### src/rtl/vga_sync_gen.sv
// VGA timing generator: divides clk to a pixel tick, runs h/v counters, decodes syncs and gates colour.
// Sync and colour outputs are registered on the tick, one pixel behind pixel_x/pixel_y.
module vga_sync_gen #(
  parameter int CLK_DIV   = 4,
  parameter int H_DISPLAY = 640,
  parameter int H_FRONT   = 16,
  parameter int H_SYNC    = 96,
  parameter int H_BACK    = 48,
  parameter int V_DISPLAY = 480,
  parameter int V_FRONT   = 10,
  parameter int V_SYNC    = 2,
  parameter int V_BACK    = 33
) (
  input  logic        clk,
  input  logic        rst,
  input  logic [11:0] rgb,
  output logic [9:0]  pixel_x,
  output logic [9:0]  pixel_y,
  output logic        pixel_tick,
  output logic        video_on,
  output logic        frame_start,
  output logic        h_sync,
  output logic        v_sync,
  output logic [3:0]  Red,
  output logic [3:0]  Green,
  output logic [3:0]  Blue
);

  localparam int H_TOTAL = H_DISPLAY + H_FRONT + H_SYNC + H_BACK;
  localparam int V_TOTAL = V_DISPLAY + V_FRONT + V_SYNC + V_BACK;

  localparam logic [3:0] DIV_MAX = 4'(CLK_DIV - 1);
  localparam logic [9:0] H_MAX   = 10'(H_TOTAL - 1);
  localparam logic [9:0] V_MAX   = 10'(V_TOTAL - 1);
  localparam logic [9:0] H_ACT   = 10'(H_DISPLAY);
  localparam logic [9:0] V_ACT   = 10'(V_DISPLAY);
  localparam logic [9:0] HS_LO   = 10'(H_DISPLAY + H_FRONT);
  localparam logic [9:0] HS_HI   = 10'(H_DISPLAY + H_FRONT + H_SYNC - 1);
  localparam logic [9:0] VS_LO   = 10'(V_DISPLAY + V_FRONT);
  localparam logic [9:0] VS_HI   = 10'(V_DISPLAY + V_FRONT + V_SYNC - 1);

  logic [3:0]  r_div;
  logic [9:0]  r_h_cnt;
  logic [9:0]  r_v_cnt;
  logic        r_hs;
  logic        r_vs;
  logic [11:0] r_rgb;

  logic        w_tick;
  logic        w_h_end;
  logic        w_video;
  logic        w_hs_act;
  logic        w_vs_act;

  // Gating with rst keeps the tick low in reset even when CLK_DIV=1 makes div==max permanently.
  assign w_tick   = (r_div == DIV_MAX) && !rst;
  assign w_h_end  = (r_h_cnt == H_MAX);
  assign w_video  = (r_h_cnt < H_ACT) && (r_v_cnt < V_ACT);
  assign w_hs_act = (r_h_cnt >= HS_LO) && (r_h_cnt <= HS_HI);
  assign w_vs_act = (r_v_cnt >= VS_LO) && (r_v_cnt <= VS_HI);

  always_ff @(posedge clk or posedge rst) begin
    if (rst) begin
      r_div   <= '0;
      r_h_cnt <= '0;
      r_v_cnt <= '0;
      r_hs    <= 1'b1;
      r_vs    <= 1'b1;
      r_rgb   <= 12'h000;
    end else begin
      r_div <= (r_div == DIV_MAX) ? 4'd0 : r_div + 4'd1;
      if (w_tick) begin
        if (w_h_end) begin
          r_h_cnt <= '0;
          r_v_cnt <= (r_v_cnt == V_MAX) ? 10'd0 : r_v_cnt + 10'd1;
        end else begin
          r_h_cnt <= r_h_cnt + 10'd1;
        end
        r_hs  <= !w_hs_act;
        r_vs  <= !w_vs_act;
        r_rgb <= w_video ? rgb : 12'h000;
      end
    end
  end

  assign pixel_x     = r_h_cnt;
  assign pixel_y     = r_v_cnt;
  assign pixel_tick  = w_tick;
  assign video_on    = w_video;
  assign frame_start = w_tick && (r_h_cnt == 10'd0) && (r_v_cnt == 10'd0);
  assign h_sync      = r_hs;
  assign v_sync      = r_vs;
  assign Red         = r_rgb[11:8];
  assign Green       = r_rgb[7:4];
  assign Blue        = r_rgb[3:0];

endmodule

### config.mk
export PLATFORM = sky130hd
export DESIGN_NAME = vga_sync_gen
export DESIGN_NICKNAME = d
export VERILOG_FILES = /design/src/rtl/vga_sync_gen.sv
export SDC_FILE = /design/constraint.sdc
export NUM_CORES = 1
export LEC_CHECK = 0
export CAP_MARGIN = 25
export CORE_MARGIN = 2
export CORE_UTILIZATION = 47
export CTS_CLUSTER_DIAMETER = 200
export DETAILED_ROUTE_END_ITERATION = 8
export HOLD_SLACK_MARGIN = 0.03
export PLACE_DENSITY = 0.81
export SETUP_SLACK_MARGIN = 0.5
export SLEW_MARGIN = 40
export SYNTH_ARGS = -nofsm -noshare
export SYNTH_HDL_FRONTEND = slang
export SYNTH_SLANG_ARGS = --single-unit
export TNS_END_PERCENT = 20
### constraint.sdc
create_clock -name clk -period 2.7 [get_ports clk]
set_clock_uncertainty 0.15 [all_clocks]
set_input_delay 0.81 -clock clk [delete_from_list [all_inputs] [get_ports clk]]
set_output_delay 0.81 -clock clk [all_outputs]
set_load 0.005 [all_outputs]
==> results.md, run 1 <==
- CP required: 1740 ps
- Remaining Overflow, GRT: 0
- Register area share after synthesis: 0.537
- Cell Rows: 22
- EDFF count, synth: 0
- Initial Util: 0.488
- Worst R2R Path Depth: 8
- CP Launch Type: input port
- Leak: 0.00139 uW
- Peak supply drop: 0.420 mV
- Residual DRC: 0
- Synthesized net count: 190
- Failing checks: setup timing
- Delay-heaviest family, CP: simple AND/OR/NAND/NOR gates
- Post-Route WL: 4740 um
- Worst reg2reg endpoint: pixel_y[6]$_DFFE_PP0P_
- Final Wtd Congestion: 0.816
- Ports: 51
- Pwr Density: 445 mW/mm2
- Clock buffer count from CTS: 5
- Crit path capture type: primary output
- Largest net degree at the start of global routing: 39
- # setup viols final: 1
- NetSw: 303 uW
- Critical-path cell list: buf_6, or4b_4, clkinv_4, nand3_2, nor2_2, buf_2
- Total chip power: 1250 uW
- CTS tree: yes
- Slowest cell on crit path: or4b_4
- Mapped Area: 0.00177 mm2
- Top-count cell post-synth: dfrtp_1
- Setup CP Type: in2out
- Register bit count reported by yosys: 38
- Int Pwr: 951 uW
- Gate power share: 0.185
- Initial antenna violation count: 0
- Max clock buf depth: 2
- Final cell count without fillers: 307
- Routed Antenna Nets: 0
- Distinct cells, synth: 34
- Global-route wire length before repair: 7510 um
- Detailed placement HPWL: 3180 um
- Status: finished, violations left
- Wire per inst: 15.4 um
- Period utilization: 1.01
- Hold WS: 351 ps
- Worst hold stages: 2
- Syn avg cell area: 10.4 um2
- H-tree lvl count: 2
- Post-Syn Instances: 171
- HP Class: reg2reg
- Port bufs: 50
- Reg2reg start: r_div[0]$_DFF_PP0_
- Layout cells sized above 1: 0.274
- Vias in the first global route: 1551
- Critical Path Max Stage Delay: 500 ps
- RSZ-0062 raised after global routing: true
- CTS Sinks: 38
- First drt pass iteration count: 4
- Final hold vios: 0
- Synth area leader: dfrtp_1
- CTS root buf: clkbuf_8
- DR vias/cell: 5.41
- Top post-synthesis cells by area: dfrtp_1, a22o_1, nand3_1
- Area grow syn2layout: 58.7%
- Relative slew slack: 0.613
- WP data arrival: 1770 ps
- Fin nets: 277
- Clk slew on worst S/H paths: 70 ps
- Worst path bufs/invs: 3
- Register share of total power: 0.504
- Hold endpoint: h_sync$_DFFE_PP1P_
- Net Sw Frac: 0.242
- Die W: 65.4 um
- Yosys warns: 0
- Max_cap viols: 0
- Synth Flop Type: dfrtp_1
- Fin crit period: 2730 ps
- Critical hold path startpoint: h_sync$_DFFE_PP1P_
- Total number of vias: 1661
- Worst-path fanout max: 2
- Max-slew violation count: 0
- Later-pin clock latency in the skew report: 280 ps
- Starting DRT DRC Count: 116
- Area share of the largest cell type after synthesis: 0.508
- Fin area: 0.00282 mm2
- Die Y: 65.4 um
- Area after DPL: 0.00258 mm2
- Slew @ Worst Pin: 575 ps
- Placed insts: 293
- Post-synth top cells: dfrtp_1, nand2_1, nand3_1, a22o_1
- Clock share of power: 0.312
- Max Freq: 0.366 GHz
- R2R Setup Slk: 170 ps
- Ys async rst share: 1.00
- Tot GR Track Use: 0.234
- Total Neg Setup Slack: -28.6 ps
- Die Area: 0.00428 mm2
- Antenna diodes: 0
- Final setup margin: -28.6 ps
- Core Area: 0.00363 mm2
## logic make-up (layout without fill, tap and decap cells)
kind of cell             after synthesis  after routing  share of synthesized area
adder cells (fa/ha/maj)                5              5                     0.0353
AND/OR/NAND/NOR                       68             68                      0.200
buffers and inverters                 15            103                     0.0338
AO/OA/AOI/OAI                         35             35                      0.145
XOR/XNOR                              10             10                     0.0494
flip-flops                            38             38                      0.537
## layer usage
| layer | GRT usage | share of wire | up-vias |
|---|---|---|---|
| li1 | - | - | 799 |
| met2 | 0.347 | 0.49 | 54 |
| met1 | 0.349 | 0.46 | 806 |
| met3 | 0.0479 | 0.051 | 2 |
| met4 | 0.0677 | 0.0044 | 0 |
| met5 | 0 | 0 | - |
## cell type report
type	instances	area, um2
Sequential cell	38	958
Multi-Input combinational cell	118	840
Timing Repair Buffer	87	831
Fill cell	262	818
Clock buffer	7	86.3
Tap cell	48	60.1
Inverter	8	35.0
Clock inverter	1	5.00
## worst max-delay path by stage
| stage | start | to | slack [ps] | cells after the start |
|---|---|---|---|---|
| 2_1_floorplan | rst | frame_start | 80 | 5 |
| 3_3_place_gp | rst | frame_start | -750 | 6 |
| 3_5_place_dp | rst | frame_start | -760 | 6 |
| 4_1_cts | rst | frame_start | -40 | 6 |
| 5_1_grt | rst | frame_start | -70 | 6 |
| 6_report | rst | frame_start | -30 | 6 |
## worst reg2reg max path, stage by stage, from the launching register on
cell	delay (ps)
dfrtp_1	360
ha_1	160
or4b_4	490
buf_4	180
buf_12	150
or4_4	540
buf_4	170
nor3_4	130
xor2_1	150
## stage by stage
step	setup slack [ps]	util
after floorplan	82.8	-
after CTS	-36.7	0.761
after global routing	-70.0	0.775
final	-28.6	0.775
after detailed placement	-764	0.710
after global placement	-750	0.710
## power by group through the flow
stage / Combinational [uW] / Clock (uW) / Sequential [uW]
CTS: 231 / 400 / 631
detailed placement: 247 / 0 / 642
floorplan: 62.5 / 0 / 667
global route: 256 / 431 / 638
finish: 232 / 391 / 632
global placement: 245 / 0 / 641
## sequential cells by signal, summed over array words and instances (netlist names)
| signal | flops |
|---|---|
| r_rgb | 12 |
| pixel_x | 10 |
| pixel_y | 10 |
| r_div | 4 |
| h_sync | 1 |
| v_sync | 1 |
## timing repair
| action | in CTS | in global routing |
|---|---|---|
| hold endpoints to repair | 0 | 0 |
| gates resized for setup | 57 | 12 |
| hold buffers | 0 | 0 |
| pin swaps | 7 | 11 |
| endpoints found under the setup margin | 55 | 33 |
| setup buffers | 3 | 2 |
| gates cloned | 1 | 0 |
## cell usage in the layout, fill, tap and decap left out, types with 5 or more instances in the layout
cell and instances:
clkdlybuf4s50_1 24, nor2_1 5, buf_4 26, ha_1 5, clkbuf_8 6, dlygate4sd2_1 20
inv_1 7, nand2_1 16, nand3_1 12, buf_6 10, xnor2_1 6, dfrtp_1 32
a22o_1 12
(Power assumes the default switching activity.)
==> run 2: changes to the inputs <==
Settings changed: CTS_CLUSTER_SIZE set to 28.
==> results of run 2 <==
No change in the layout: final DEF, timing and power equal those of run 1.
